<file path="config.mk">
export PLATFORM = sky130hd
export DESIGN_NAME = multi_main_fsm
export DESIGN_NICKNAME = d
export VERILOG_FILES = /design/src/rtl/multi_ctrl_pkg.sv /design/src/rtl/multi_main_outdec.sv /design/src/rtl/multi_main_fsm.sv
export SDC_FILE = /design/constraint.sdc
export NUM_CORES = 1
export LEC_CHECK = 0
export ABC_AREA = 1
export CAP_MARGIN = 20
export CORE_AREA = 2 2 39 41
export CTS_BUF_LIST = sky130_fd_sc_hd__clkbuf_16
export DETAILED_ROUTE_END_ITERATION = 8
export DIE_AREA = 0 0 41 43
export PLACE_DENSITY = 0.81
export SETUP_SLACK_MARGIN = 0.05
export SLEW_MARGIN = 10
export SYNTH_ARGS = -nofsm -noshare
export SYNTH_HDL_FRONTEND = slang
export SYNTH_SLANG_ARGS = --single-unit
</file>
<file path="constraint.sdc">
create_clock -name clk -period 2.59 [get_ports clk]
set_input_delay 0.518 -clock clk [delete_from_list [all_inputs] [get_ports clk]]
set_output_delay 0.518 -clock clk [all_outputs]
set_load 0.005 [all_outputs]
</file>
<file path="src/rtl/multi_ctrl_pkg.sv">
`default_nettype none
// ============================================================================
//  Module   : multi_ctrl_pkg
//  Purpose  : Shared constants for the multicycle controller: 4-bit state
//             encoding, opcode values, ALUOp codes (shared with the ALU
//             decoder), datapath mux select codes and the control word type.
//  Ports    : none (package)
//  Revision : 1.0 - initial release
// ============================================================================
package multi_ctrl_pkg;

    // State encoding
    localparam logic [3:0] c_st_fetch    = 4'd0;
    localparam logic [3:0] c_st_decode   = 4'd1;
    localparam logic [3:0] c_st_memadr   = 4'd2;
    localparam logic [3:0] c_st_memrd    = 4'd3;
    localparam logic [3:0] c_st_memwb    = 4'd4;
    localparam logic [3:0] c_st_memwr    = 4'd5;
    localparam logic [3:0] c_st_execute  = 4'd6;
    localparam logic [3:0] c_st_aluwb    = 4'd7;
    localparam logic [3:0] c_st_branch   = 4'd8;
    localparam logic [3:0] c_st_addiexec = 4'd9;
    localparam logic [3:0] c_st_addiwb   = 4'd10;
    localparam logic [3:0] c_st_jump     = 4'd11;

    // Opcodes
    localparam logic [5:0] c_op_lw    = 6'b100011;
    localparam logic [5:0] c_op_sw    = 6'b101011;
    localparam logic [5:0] c_op_rtype = 6'b000000;
    localparam logic [5:0] c_op_beq   = 6'b000100;
    localparam logic [5:0] c_op_addi  = 6'b001000;
    localparam logic [5:0] c_op_j     = 6'b000010;

    // ALUOp codes
    localparam logic [1:0] c_aluop_add   = 2'b00;
    localparam logic [1:0] c_aluop_sub   = 2'b01;
    localparam logic [1:0] c_aluop_funct = 2'b10;

    // ALU source B select
    localparam logic [1:0] c_srcb_reg   = 2'b00;
    localparam logic [1:0] c_srcb_four  = 2'b01;
    localparam logic [1:0] c_srcb_imm   = 2'b10;
    localparam logic [1:0] c_srcb_immsh = 2'b11;

    // PC source select
    localparam logic [1:0] c_pcsrc_alu    = 2'b00;
    localparam logic [1:0] c_pcsrc_aluout = 2'b01;
    localparam logic [1:0] c_pcsrc_jump   = 2'b10;

    // Per-state control word. irwrite/pcwrite in FETCH are requests that the
    // top qualifies with MemReady.
    typedef struct packed {
        logic       iord;
        logic       irwrite;
        logic       pcwrite;
        logic       branch;
        logic       memwrite;
        logic       regwrite;
        logic       regdst;
        logic       memtoreg;
        logic       alusrca;
        logic [1:0] pcsrc;
        logic [1:0] alusrcb;
        logic [1:0] aluop;
    } ctrl_word_t;

    function automatic logic is_legal_op(input logic [5:0] op);
        return (op == c_op_lw)   || (op == c_op_sw)  || (op == c_op_rtype) ||
               (op == c_op_beq)  || (op == c_op_addi) || (op == c_op_j);
    endfunction

endpackage
`default_nettype wire

</file>
<file path="src/rtl/multi_main_outdec.sv">
`default_nettype none
// ============================================================================
//  Module   : multi_main_outdec
//  Purpose  : Moore output decode: maps the controller state to its control
//             word. Unused/unreachable encodings produce an all-zero word.
//  Ports    : state - current FSM state (4 bits)
//             cw    - decoded control word
//  Revision : 1.0 - initial release
// ============================================================================
module multi_main_outdec
    import multi_ctrl_pkg::*;
(
    input  logic [3:0]  state,
    output ctrl_word_t  cw
);

    always_comb begin
        cw = '0;
        case (state)
            c_st_fetch: begin
                cw.irwrite = 1'b1;
                cw.pcwrite = 1'b1;
                cw.alusrcb = c_srcb_four;
                cw.aluop   = c_aluop_add;
                cw.pcsrc   = c_pcsrc_alu;
            end
            c_st_decode: begin
                cw.alusrcb = c_srcb_immsh;
                cw.aluop   = c_aluop_add;
            end
            c_st_memadr: begin
                cw.alusrca = 1'b1;
                cw.alusrcb = c_srcb_imm;
                cw.aluop   = c_aluop_add;
            end
            c_st_memrd: begin
                cw.iord = 1'b1;
            end
            c_st_memwb: begin
                cw.memtoreg = 1'b1;
                cw.regwrite = 1'b1;
            end
            c_st_memwr: begin
                cw.iord     = 1'b1;
                cw.memwrite = 1'b1;
            end
            c_st_execute: begin
                cw.alusrca = 1'b1;
                cw.alusrcb = c_srcb_reg;
                cw.aluop   = c_aluop_funct;
            end
            c_st_aluwb: begin
                cw.regdst   = 1'b1;
                cw.regwrite = 1'b1;
            end
            c_st_branch: begin
                cw.alusrca = 1'b1;
                cw.alusrcb = c_srcb_reg;
                cw.aluop   = c_aluop_sub;
                cw.pcsrc   = c_pcsrc_aluout;
                cw.branch  = 1'b1;
            end
            c_st_addiexec: begin
                cw.alusrca = 1'b1;
                cw.alusrcb = c_srcb_imm;
                cw.aluop   = c_aluop_add;
            end
            c_st_addiwb: begin
                cw.regwrite = 1'b1;
            end
            c_st_jump: begin
                cw.pcsrc   = c_pcsrc_jump;
                cw.pcwrite = 1'b1;
            end
            default: cw = '0;
        endcase
    end

endmodule
`default_nettype wire

</file>
<file path="src/rtl/multi_main_fsm.sv">
`default_nettype none
// ============================================================================
//  Module   : multi_main_fsm
//  Purpose  : Main controller of a multicycle MIPS-style CPU. Holds the state
//             register and next-state logic; output decode is delegated to
//             multi_main_outdec. Adds MemReady qualification, reset gating of
//             write enables, the IllegalOp flag and PCEn.
//  Ports    : clk, reset (async, active-high), Op[5:0], Zero, MemReady
//             IorD, IRWrite, PCWrite, Branch, PCEn, MemWrite, RegWrite,
//             RegDst, MemtoReg, ALUSrcA, IllegalOp (1 bit each)
//             PCSrc[1:0], ALUSrcB[1:0], ALUOp[1:0]
//  Revision : 1.0 - initial release
// ============================================================================
module multi_main_fsm
    import multi_ctrl_pkg::*;
(
    input  logic       clk,
    input  logic       reset,
    input  logic [5:0] Op,
    input  logic       Zero,
    input  logic       MemReady,
    output logic       IorD,
    output logic       IRWrite,
    output logic       PCWrite,
    output logic       Branch,
    output logic       PCEn,
    output logic       MemWrite,
    output logic       RegWrite,
    output logic       RegDst,
    output logic       MemtoReg,
    output logic       ALUSrcA,
    output logic       IllegalOp,
    output logic [1:0] PCSrc,
    output logic [1:0] ALUSrcB,
    output logic [1:0] ALUOp
);

    logic [3:0] r_state;
    logic [3:0] w_next_state;
    ctrl_word_t w_cw;
    logic       w_in_fetch;
    logic       w_legal;

    always_ff @(posedge clk or posedge reset) begin
        if (reset) r_state <= c_st_fetch;
        else       r_state <= w_next_state;
    end

    assign w_legal = is_legal_op(Op);

    always_comb begin
        w_next_state = c_st_fetch;
        case (r_state)
            c_st_fetch:    w_next_state = MemReady ? c_st_decode : c_st_fetch;
            c_st_decode: begin
                case (Op)
                    c_op_lw, c_op_sw: w_next_state = c_st_memadr;
                    c_op_rtype:       w_next_state = c_st_execute;
                    c_op_beq:         w_next_state = c_st_branch;
                    c_op_addi:        w_next_state = c_st_addiexec;
                    c_op_j:           w_next_state = c_st_jump;
                    default:          w_next_state = c_st_fetch;
                endcase
            end
            c_st_memadr:   w_next_state = (Op == c_op_lw) ? c_st_memrd : c_st_memwr;
            c_st_memrd:    w_next_state = MemReady ? c_st_memwb : c_st_memrd;
            c_st_memwb:    w_next_state = c_st_fetch;
            c_st_memwr:    w_next_state = MemReady ? c_st_fetch : c_st_memwr;
            c_st_execute:  w_next_state = c_st_aluwb;
            c_st_aluwb:    w_next_state = c_st_fetch;
            c_st_branch:   w_next_state = c_st_fetch;
            c_st_addiexec: w_next_state = c_st_addiwb;
            c_st_addiwb:   w_next_state = c_st_fetch;
            c_st_jump:     w_next_state = c_st_fetch;
            default:       w_next_state = c_st_fetch;
        endcase
    end

    multi_main_outdec u_outdec (
        .state (r_state),
        .cw    (w_cw)
    );

    assign w_in_fetch = (r_state == c_st_fetch);

    // FETCH requests IR/PC writes; they only happen once memory delivers.
    // Write enables are forced low while reset is held, independent of state.
    assign IRWrite   = w_cw.irwrite & MemReady & ~reset;
    assign PCWrite   = w_cw.pcwrite & (~w_in_fetch | MemReady) & ~reset;
    assign MemWrite  = w_cw.memwrite & ~reset;
    assign RegWrite  = w_cw.regwrite & ~reset;
    assign IllegalOp = (r_state == c_st_decode) & ~w_legal & ~reset;
    assign PCEn      = (PCWrite | (w_cw.branch & Zero)) & ~reset;

    assign IorD      = w_cw.iord;
    assign Branch    = w_cw.branch;
    assign RegDst    = w_cw.regdst;
    assign MemtoReg  = w_cw.memtoreg;
    assign ALUSrcA   = w_cw.alusrca;
    assign PCSrc     = w_cw.pcsrc;
    assign ALUSrcB   = w_cw.alusrcb;
    assign ALUOp     = w_cw.aluop;

endmodule
`default_nettype wire

</file>
==> metrics.yaml <==
timing:
  setup_ws_ns: 0.235
  setup_tns_ns: 0
  rsz0062_at_grt: "false"
  period_share: 0.909
  fmax_mhz: 425
  max_slew_margin: 0.817
  setup_viol: 0
  whs_ns: 0.681
  finalHoldViolations: 0
  slew_violations: 0
  worst_pin_slew_ns: 0.274
  finClkSkew_ns: 0.00398
  fin_crit_ns: 2.35
critical_path:
  cp-start-kind: "primary input"
  worst_ep_arrival_time_ns: 1.84
  r2r-start: "r_state[2]"
  slowest_stage: "clkdlybuf4s50_1"
  path_buf_inv: 3
  cp-startpoint: "reset"
  slowest_delay_ns: 0.50
  crit_required_ns: 2.07
  rrSetupSlack_ns: 1.37
  worst-path-stages: 5
  reg2reg_to: "r_state[1]"
  r2r_cells: 7
  crit_type: "in -> out"
  crit_top_cell: "clkdlybuf4s50_1"
  worst_setup_path_end_kind: "output pin"
  setup.worst_path.end: "PCEn"
  cp_max_fo: 5
  critPathTopFamily: "buffers and inverters"
  path_cells: "clkdlybuf4s50_1, inv_1, nand3_1, nand3b_1, clkdlybuf4s50_1"
drt:
  vias: 696
  routed_wl_um: 1510
  avgRoutedWirePerCell_um: 10.5
  route.detailed.drc: 0
  drt-pass1-iter-count: 4
  drt_iter0_markers: 8
  vias_per_cell: 4.83
  final_antenna_net_count: 0
yosys:
  ys_seq_area_frac: 0.203
  ys.flop_type: "dfrtp_1"
  synth_top_area_frac: 0.203
  synth_top_area_cell: "dfrtp_1"
  syn_inst: 98
  syn_nets: 108
  synth_seq_cells: 4
  synthArstFlopShare: 1.00
  synth.most_common_cell: "nand2_1"
  netlist_area_um2: 493
  synthTopCellsByArea: "dfrtp_1 20%, nand2_1 19%, nor2_1 18%"
  post_synth.cell_area_avg_um2: 5.03
  synthDistinctLibCells: 11
  ys_warn_count: 0
  synthTopCellsByCount: "25 x nand2_1, 24 x nor2_1, 21 x inv_1, 12 x nand3_1, 5 x o21ai_0"
  synth-edff-count: 0
grt:
  gr-total-overflow: 0
  grt_util_all_layers: 0.191
  grt_pass1_wl_um: 2290
  grt_max_degree: 7
  grt_antenna_before_repair: 0
  grt_pass1_vias: 618
finish:
  nets: 140
  finalNonFillerCells: 144
  antenna_cells: 0
  top_regs: "r_state: 4 flops"
  nFillCells: 146
  syn_to_final_growth_pct: 74.4
  layout-drive-gt1-share: 0.0469
  top_register: "r_state"
  largest_reg_flops: 4
worst_hold_path:
  hp-class: "reg -> reg"
  min_from: "r_state[3]"
die:
  start_util: 0.356
  dieHeight_um: 43
  coreArea_mm2: 0.00138
  rows: 14
  die_area_mm2: 0.00176
  ios: 27
  die_x_um: 41
power_and_ir_drop:
  ir_worst_vdd_mv: 0.714
  power.density_mw_per_mm2: 556
  power_leakage_uw: 0.000477
run_status:
  status: "finished, final reports clean"
placed_design:
  place_inst: 141
  dp_slack_ns: 0.0637
  place_congestion: 0.793
  port_buffers: 26
  hpwl_um: 1280
flow_run:
  maxCapViolations: 0
clock_tree:
  root_buffer: "clkbuf_16"
  postCtsSetupRepairBufs: 0
  cts_sinks: 4
  cts_tree: "yes"
  clk_pin_slew_ns: 0.03
  numCtsBuffers: 3
  clk_path_buf_depth: 2
  htreeDepth: 1
  clk_latency_ns: 0.22
how the worst min path moves through the flow:
stage	endpoint	slack, ns	cells past startpoint
finish	r_state[2]	0.68	3
global route	r_state[0]	0.73	2
CTS	r_state[2]	0.66	3
detailed placement	r_state[2]	0.66	3
global placement	r_state[2]	0.66	3
floorplan	r_state[0]	0.32	1
cell families after synthesis:
group	Yosys count	synth area share
flip-flops	4	0.203
AND/OR/NAND/NOR	67	0.576
AO/OA/AOI/OAI	6	0.0609
buffers and inverters	21	0.160
placed cells by master (no fill, tap or decap):
cell type / count
nor3_1: 1
nand4_1: 1
dlygate4sd2_1: 1
nor2_2: 2
nand3_1: 12
inv_1: 21
nand3b_1: 3
o21ai_0: 5
buf_4: 1
nand2_1: 25
clkbuf_16: 3
o21ai_1: 1
dlymetal6s2s_1: 1
dfrtp_1: 4
nor2_1: 23
clkdlybuf4s50_1: 24
per-layer routing:
layer	GRT usage	vias up	wire length [µm]
met5	0	-	0
met4	0.107	0	42
met3	0.0419	4	125
met2	0.353	36	787
met1	0.169	291	551
li1	-	365	-
repair_timing:
item                                    CTS  global route
endpoints found under the setup margin    1             1
gates resized for setup                   2             1
pin swaps                                 0             1
hold buffers                              0             0
metrics by stage:
stage                     area [µm²]  utilization  power [µW]
after CTS                        857        0.619         481
after floorplan                  493            -         157
after global placement           781        0.564         240
after detailed placement         781        0.564         242
final                            860        0.621         478
after global routing             860        0.621         505
report_power, final:
part	switching, µW	internal, µW
registers	7.91	71.3
clock network	41.0	197
logic	80.9	80.2
final cells by class:
class	count	area, µm²	share of cell area
clock buffers	3	75.1	0.0873
repair buffers	27	269	0.313
flip-flops and latches	4	100	0.116
multi-input cells	73	317	0.368
inverters	21	78.8	0.0917
well taps	16	20.0	0.0233
tightest hold or removal path: stages, from the launching register on:
cell and delay (ns):
dfrtp_1 0.38, nor2_1 0.08, nand3_1 0.08, nand3_1 0.08
Power figures use the tool's default switching activity.
